===== config.mk =====
export PLATFORM = sky130hd
export DESIGN_NAME = coproc_result_queue
export DESIGN_NICKNAME = d
export VERILOG_FILES = /design/src/rtl/coproc_result_queue_pkg.sv /design/src/rtl/coproc_result_queue_id_match.sv /design/src/rtl/coproc_result_queue.sv
export SDC_FILE = /design/constraint.sdc
export NUM_CORES = 1
export LEC_CHECK = 0
export CORE_MARGIN = 2
export CORE_UTILIZATION = 56
export DETAILED_ROUTE_END_ITERATION = 10
export GPL_ROUTABILITY_DRIVEN = 1
export PLACE_DENSITY = 0.92
export SLEW_MARGIN = 25
export SYNTH_ARGS = -nofsm -noshare
export SYNTH_HDL_FRONTEND = slang
export SYNTH_SLANG_ARGS = --single-unit

===== constraint.sdc =====
create_clock -name clk_i -period 3.6 [get_ports clk_i]
set_clock_uncertainty 0.15 [all_clocks]
set_input_delay 0.54 -clock clk_i [delete_from_list [all_inputs] [get_ports clk_i]]
set_output_delay 0.54 -clock clk_i [all_outputs]
set_load 0.005 [all_outputs]

===== src/rtl/coproc_result_queue_pkg.sv =====
// Shared types for the coprocessor result queue: entry layout, result packet
// and the conversion from a head entry to what the result channel presents.
package coproc_result_queue_pkg;

  localparam int unsigned CP_ID_W   = 4;
  localparam int unsigned CP_XLEN   = 32;
  localparam int unsigned EXCCODE_W = 6;
  localparam int unsigned RD_W      = 5;

  typedef struct packed {
    logic valid;
    logic done;
    logic committed;
    logic killed;
  } entry_flags_t;

  typedef struct packed {
    entry_flags_t         flags;
    logic [CP_ID_W-1:0]   id;
    logic [RD_W-1:0]      rd;
    logic                 we;
    logic [CP_XLEN-1:0]   data;
    logic                 exc;
    logic [EXCCODE_W-1:0] exccode;
  } queue_entry_t;

  typedef struct packed {
    logic [CP_ID_W-1:0]   id;
    logic [CP_XLEN-1:0]   data;
    logic [RD_W-1:0]      rd;
    logic                 we;
    logic                 exc;
    logic [EXCCODE_W-1:0] exccode;
  } result_pkt_t;

  // A faulting instruction never writes its destination register.
  function automatic result_pkt_t entry_to_result(input queue_entry_t e);
    result_pkt_t p;
    p.id      = e.id;
    p.data    = e.data;
    p.rd      = e.rd;
    p.we      = e.we & ~e.exc;
    p.exc     = e.exc;
    p.exccode = e.exccode;
    return p;
  endfunction

endpackage


===== src/rtl/coproc_result_queue_id_match.sv =====
// One-hot CAM lookup of an instruction ID against every valid queue entry.
module coproc_id_match #(
  parameter int unsigned DEPTH = 4,
  parameter int unsigned ID_W  = 4
) (
  input  logic [DEPTH-1:0]           valid,
  input  logic [DEPTH-1:0][ID_W-1:0] ids,
  input  logic [ID_W-1:0]            key,
  output logic                       hit,
  output logic [DEPTH-1:0]           onehot
);

  // compare the key against each live entry
  always_comb begin
    for (int i = 0; i < DEPTH; i++) begin
      onehot[i] = valid[i] & (ids[i] == key);
    end
  end

  assign hit = |onehot;

endmodule


===== src/rtl/coproc_result_queue.sv =====
// In-order result/commit queue between coprocessor execute and the result
// channel; committed results leave in issue order, killed entries vanish.
module coproc_result_queue
  import coproc_result_queue_pkg::*;
#(
  parameter int unsigned DEPTH      = 4,
  parameter int unsigned X_ID_WIDTH = CP_ID_W,
  parameter int unsigned XLEN       = CP_XLEN
) (
  input  logic                     clk_i,
  input  logic                     rst_i,
  input  logic                     alloc_valid_i,
  output logic                     alloc_ready_o,
  input  logic [X_ID_WIDTH-1:0]    alloc_id_i,
  input  logic [4:0]               alloc_rd_i,
  input  logic                     alloc_we_i,
  input  logic                     done_valid_i,
  input  logic [X_ID_WIDTH-1:0]    done_id_i,
  input  logic [XLEN-1:0]          done_data_i,
  input  logic                     done_exc_i,
  input  logic [5:0]               done_exccode_i,
  input  logic                     commit_valid_i,
  input  logic [X_ID_WIDTH-1:0]    commit_id_i,
  input  logic                     commit_kill_i,
  output logic                     result_valid_o,
  input  logic                     result_ready_i,
  output logic [X_ID_WIDTH-1:0]    result_id_o,
  output logic [XLEN-1:0]          result_data_o,
  output logic [4:0]               result_rd_o,
  output logic                     result_we_o,
  output logic                     result_exc_o,
  output logic [5:0]               result_exccode_o,
  output logic [$clog2(DEPTH):0]   count_o,
  output logic                     proto_err_o
);

  localparam int unsigned PTR_W = $clog2(DEPTH);
  localparam int unsigned CNT_W = PTR_W + 1;
  localparam logic [CNT_W-1:0] DEPTH_C = CNT_W'(DEPTH);

  queue_entry_t                     entries_r [DEPTH];
  logic [PTR_W-1:0]                 head_r;
  logic [PTR_W-1:0]                 tail_r;
  logic [CNT_W-1:0]                 count_r;
  logic                             proto_err_r;

  logic [DEPTH-1:0]                 valid_s;
  logic [DEPTH-1:0][CP_ID_W-1:0]    ids_s;
  logic                             done_hit_s;
  logic [DEPTH-1:0]                 done_oh_s;
  logic                             commit_hit_s;
  logic [DEPTH-1:0]                 commit_oh_s;
  logic                             done_dup_s;
  logic                             commit_dup_s;
  logic                             proto_evt_s;
  logic                             alloc_s;
  logic                             head_kill_s;
  logic                             head_out_s;
  logic                             pop_s;
  queue_entry_t                     head_s;
  queue_entry_t                     alloc_entry_s;
  result_pkt_t                      result_pkt_s;

  // flatten entry state for the two ID lookups and flag repeat updates
  always_comb begin
    done_dup_s   = 1'b0;
    commit_dup_s = 1'b0;
    for (int i = 0; i < DEPTH; i++) begin
      valid_s[i]   = entries_r[i].flags.valid;
      ids_s[i]     = entries_r[i].id;
      done_dup_s   = done_dup_s | (done_oh_s[i] & entries_r[i].flags.done);
      commit_dup_s = commit_dup_s | (commit_oh_s[i] &
                     (entries_r[i].flags.committed | entries_r[i].flags.killed));
    end
  end

  coproc_id_match #(.DEPTH(DEPTH), .ID_W(CP_ID_W)) u_done_match (
    .valid  (valid_s),
    .ids    (ids_s),
    .key    (done_id_i),
    .hit    (done_hit_s),
    .onehot (done_oh_s)
  );

  coproc_id_match #(.DEPTH(DEPTH), .ID_W(CP_ID_W)) u_commit_match (
    .valid  (valid_s),
    .ids    (ids_s),
    .key    (commit_id_i),
    .hit    (commit_hit_s),
    .onehot (commit_oh_s)
  );

  assign alloc_ready_o = (count_r < DEPTH_C);
  assign alloc_s       = alloc_valid_i & alloc_ready_o;
  assign head_s        = entries_r[head_r];
  assign head_kill_s   = head_s.flags.valid & head_s.flags.killed;
  assign head_out_s    = head_s.flags.valid & head_s.flags.done &
                         head_s.flags.committed & ~head_s.flags.killed;
  assign pop_s         = head_kill_s | (head_out_s & result_ready_i);
  assign proto_evt_s   = (done_valid_i & (~done_hit_s | done_dup_s)) |
                         (commit_valid_i & (~commit_hit_s | commit_dup_s));

  // fresh entry image written at the tail
  always_comb begin
    alloc_entry_s                 = '0;
    alloc_entry_s.flags.valid     = 1'b1;
    alloc_entry_s.id              = alloc_id_i;
    alloc_entry_s.rd              = alloc_rd_i;
    alloc_entry_s.we              = alloc_we_i;
  end

  // Outputs depend only on registered head state; zero when nothing is offered.
  always_comb begin
    if (head_out_s) begin
      result_pkt_s = entry_to_result(head_s);
    end else begin
      result_pkt_s = '0;
    end
  end

  assign result_valid_o   = head_out_s;
  assign result_id_o      = result_pkt_s.id;
  assign result_data_o    = result_pkt_s.data;
  assign result_rd_o      = result_pkt_s.rd;
  assign result_we_o      = result_pkt_s.we;
  assign result_exc_o     = result_pkt_s.exc;
  assign result_exccode_o = result_pkt_s.exccode;
  assign count_o          = count_r;
  assign proto_err_o      = proto_err_r;

  // Entry updates; a pop is written last so it overrides a same-cycle update.
  always_ff @(posedge clk_i) begin
    if (rst_i) begin
      for (int i = 0; i < DEPTH; i++) begin
        entries_r[i] <= '0;
      end
      head_r      <= '0;
      tail_r      <= '0;
      count_r     <= '0;
      proto_err_r <= 1'b0;
    end else begin
      for (int i = 0; i < DEPTH; i++) begin
        if (done_valid_i && done_oh_s[i] && !entries_r[i].flags.done) begin
          entries_r[i].flags.done <= 1'b1;
          entries_r[i].data       <= done_data_i;
          entries_r[i].exc        <= done_exc_i;
          entries_r[i].exccode    <= done_exccode_i;
        end
        if (commit_valid_i && commit_oh_s[i] &&
            !entries_r[i].flags.committed && !entries_r[i].flags.killed) begin
          entries_r[i].flags.committed <= ~commit_kill_i;
          entries_r[i].flags.killed    <= commit_kill_i;
        end
      end
      if (pop_s) begin
        entries_r[head_r].flags <= '0;
        head_r                  <= head_r + PTR_W'(1);
      end
      if (alloc_s) begin
        entries_r[tail_r] <= alloc_entry_s;
        tail_r            <= tail_r + PTR_W'(1);
      end
      if (proto_evt_s) begin
        proto_err_r <= 1'b1;
      end
      count_r <= count_r + CNT_W'(alloc_s) - CNT_W'(pop_s);
    end
  end

endmodule


==> qor.yml <==
outcome: "complete, but fails checks"
violations: "setup timing"
slew_headroom: 0.5048
power.internal_mw: 4.256
layout.nets: 1095
yosysWarnings: 0
drt_wl_total_um: 27380
dieWidth_um: 136.8
drt_pass1_iterations: 8
worstSetupPathType: "reg -> out"
cts_buffers: 23
start_util: 0.5713
drtIter0Drc: 968
met2_usage: 0.4986
die_area_um2: 18730
pin_count: 119
synth_area_per_cell_um2: 10.68
p_sw_mw: 1.336
netlist_top_cells_area: "dfxtp_1, edfxtp_1, a22oi_1"
drc: 0
synth_ff_type: "dfxtp_1"
syn_nets: 1000
p_per_area_nw_per_um2: 461.4
cts.sinks: 222
insertion_delay_ps: 510
rows: 48
netlist_area_um2: 9882
period_share: 1.000
cts_tree: "built"
finalMaxSlewViolations: 0
rrSetupSlack_ps: 730
fillCellCount: 1138
synth_top_area_share: 0.3687
post-route-util: 0.7007
coreArea_um2: 17300
pwr-share-comb: 0.102
drt-vias-per-instance: 6.385
grt_pass1_wl_um: 42540
sw_frac_of_total: 0.2389
post_dp_cell_area_um2: 11350
crit_path_start_kind: "flip-flop"
critical_path_arrival_ps: 2910
hold_path_class: "reg -> reg"
synthTopCellsByCount: "dfxtp_1, nor2_1, a22oi_1, nor2b_1, mux4_2"
cts_hold_buf: 0
htree_levels: 1
crit_required_ps: 2910
numPortBuffers: 118
grt_use_met3: 0.05333
hold_violations: 0
power_leakage_nw: 4.421
antenna_left: 0
finalNonFillerCells: 1261
cts_root_buf: "clkbuf_16"
grt_busiest_layer: "met2"
path_clk_slew_ps: 60
peakVddDrop_uv: 417.4
post_drt_wl_per_cell_um: 21.71
fmax_ghz: 0.2776
vias: 8051
clock_power_share: 0.420
antenna_found_initial: 1
met1_usage: 0.3555
grt_usage: 0.2912
ys_types: 42
layout-drive-gt1-share: 0.1429
synth_most_common_cell: "dfxtp_1"
synth-edff-count: 40
postLayoutSetupSlackWorst_ps: -1.687
power_frac_seq: 0.479
cts_max_path_buffers: 3
min_period_ps: 3602
seq_area_frac_synth: 0.4903
gp_congestion: 0.9333
areaGrowthSynthToFinish_pct: 22.64
pre_cts_ws_ps: 432.2
dp_hpwl_um: 15910
n_antenna_cell: 0
first_global_vias: 8239
synth_seq_cells: 222
path_max_fanout: 13
dpl.cell_count: 1218
setup_viol: 1
max_slew.worst_pin.slew_ps: 732.4
synthCells: 925
end_kind: "output port"
post-cts-setup-buffer-count: 0
grt_max_degree: 51
ys_async_sr_fraction: 0
drv_cap: 0
dieHeight_um: 136.8
yosysTopAreaCell: "dfxtp_1"
fin_area_um2: 12120
grt_remaining_overflow: 0
==> routing by layer <==
metal,vias up,part of all wire
met1,3856,0.36
met4,2,0.047
li1,3522,-
met5,-,0.00037
met3,122,0.10
met2,549,0.49
==> critical path, stage by stage (launching register included) <==
cell             delay, ps
dfxtp_1                400
nand2_1                 80
mux4_2                 560
or3b_4                 600
nor2b_1                210
clkdlybuf4s50_1        560
==> registers in the layout (all words and copies together), names as in the netlist, named ones only <==
register and count:
entries_r 212, count_o 3, head_r 2, tail_r 2
proto_err_o 1
==> stage by stage <==
stage | hold WS [ps] | power, mW | TNS [ps]
after detailed placement | 327.6 | 3.276 | 0
after floorplan | 306.7 | 3.017 | 0
after CTS | 350.0 | 5.595 | 0
after global placement | 323.1 | 3.252 | 0
final | 343.5 | 5.591 | -1.687
after global routing | 375.0 | 5.750 | -5.253
==> timing repair <==
action	in CTS	in global routing
endpoints found under the setup margin	49	23
endpoints found under the hold margin	0	0
resized for setup	4	5
pin swaps	1	1
gates cloned	1	1
==> final cells by class <==
| type | instances | area [um^2] | share of cell area |
|---|---|---|---|
| Clock inverter | 7 | 86.33 | 0.007124 |
| Sequential cell | 222 | 4860 | 0.4010 |
| Tap cell | 225 | 281.5 | 0.02323 |
| Clock buffer | 34 | 650.6 | 0.05369 |
| Inverter | 19 | 71.32 | 0.005885 |
| Timing Repair Buffer | 146 | 1448 | 0.1195 |
| Multi-Input combinational cell | 608 | 4722 | 0.3896 |
==> power groups by stage <==
| stage | registers (mW) | logic, mW | clock network (mW) |
|---|---|---|---|
| after floorplan | 2.71 | 0.304 | 0 |
| after global placement | 2.73 | 0.526 | 0 |
| after detailed placement | 2.73 | 0.547 | 0 |
| after CTS | 2.68 | 0.558 | 2.36 |
| after global routing | 2.69 | 0.606 | 2.46 |
| final | 2.68 | 0.568 | 2.35 |
==> placed cells by master, fill, tap and decap left out, drive strengths merged, types with 2 or more instances in the layout <==
master	synthesis	layout
edfxtp	40	40
and2	40	40
nor3	6	6
mux4	52	52
xor2	23	23
and3	5	5
o21a	8	8
clkdlybuf4s50	0	118
inv	19	20
bufinv	0	2
nor2	171	171
nor2b	55	55
buf	35	28
or3b	1	3
a22o	2	2
or2	4	4
nor3b	4	4
nand2	18	18
a22oi	156	156
dfxtp	182	182
clkinv	0	4
nor4b	2	2
nor4	5	5
a31oi	5	5
a31o	4	4
xnor2	11	11
nand3	2	2
ha	10	10
clkbuf	43	34
a21oi	9	9
a21boi	3	3
==> final timing paths <==
check / start / endpoint / depth (start not counted)
worst max register to register: flip-flop / count_o[2] / 10
worst min-delay path: entries_r[3][3] / entries_r[3][3] / 2
worst min register to register: entries_r[3][3] / entries_r[3][3] / 2
worst max-delay path: entries_r[2][50] / result_data_o[3] / 5
==> cell families (layout without fill, tap and decap cells) <==
logic type,after synthesis,in the layout,share of synthesized area
AO/OA/AOI/OAI,193,193,0.1450
XOR/XNOR,34,34,0.03013
adder cells (fa/ha/maj),11,11,0.01469
buffers and inverters,97,206,0.04267
flip-flops,222,222,0.4903
multiplexers,53,53,0.1195
AND/OR/NAND/NOR,315,317,0.1578
Note: power is estimated with default switching activity, not from simulation.
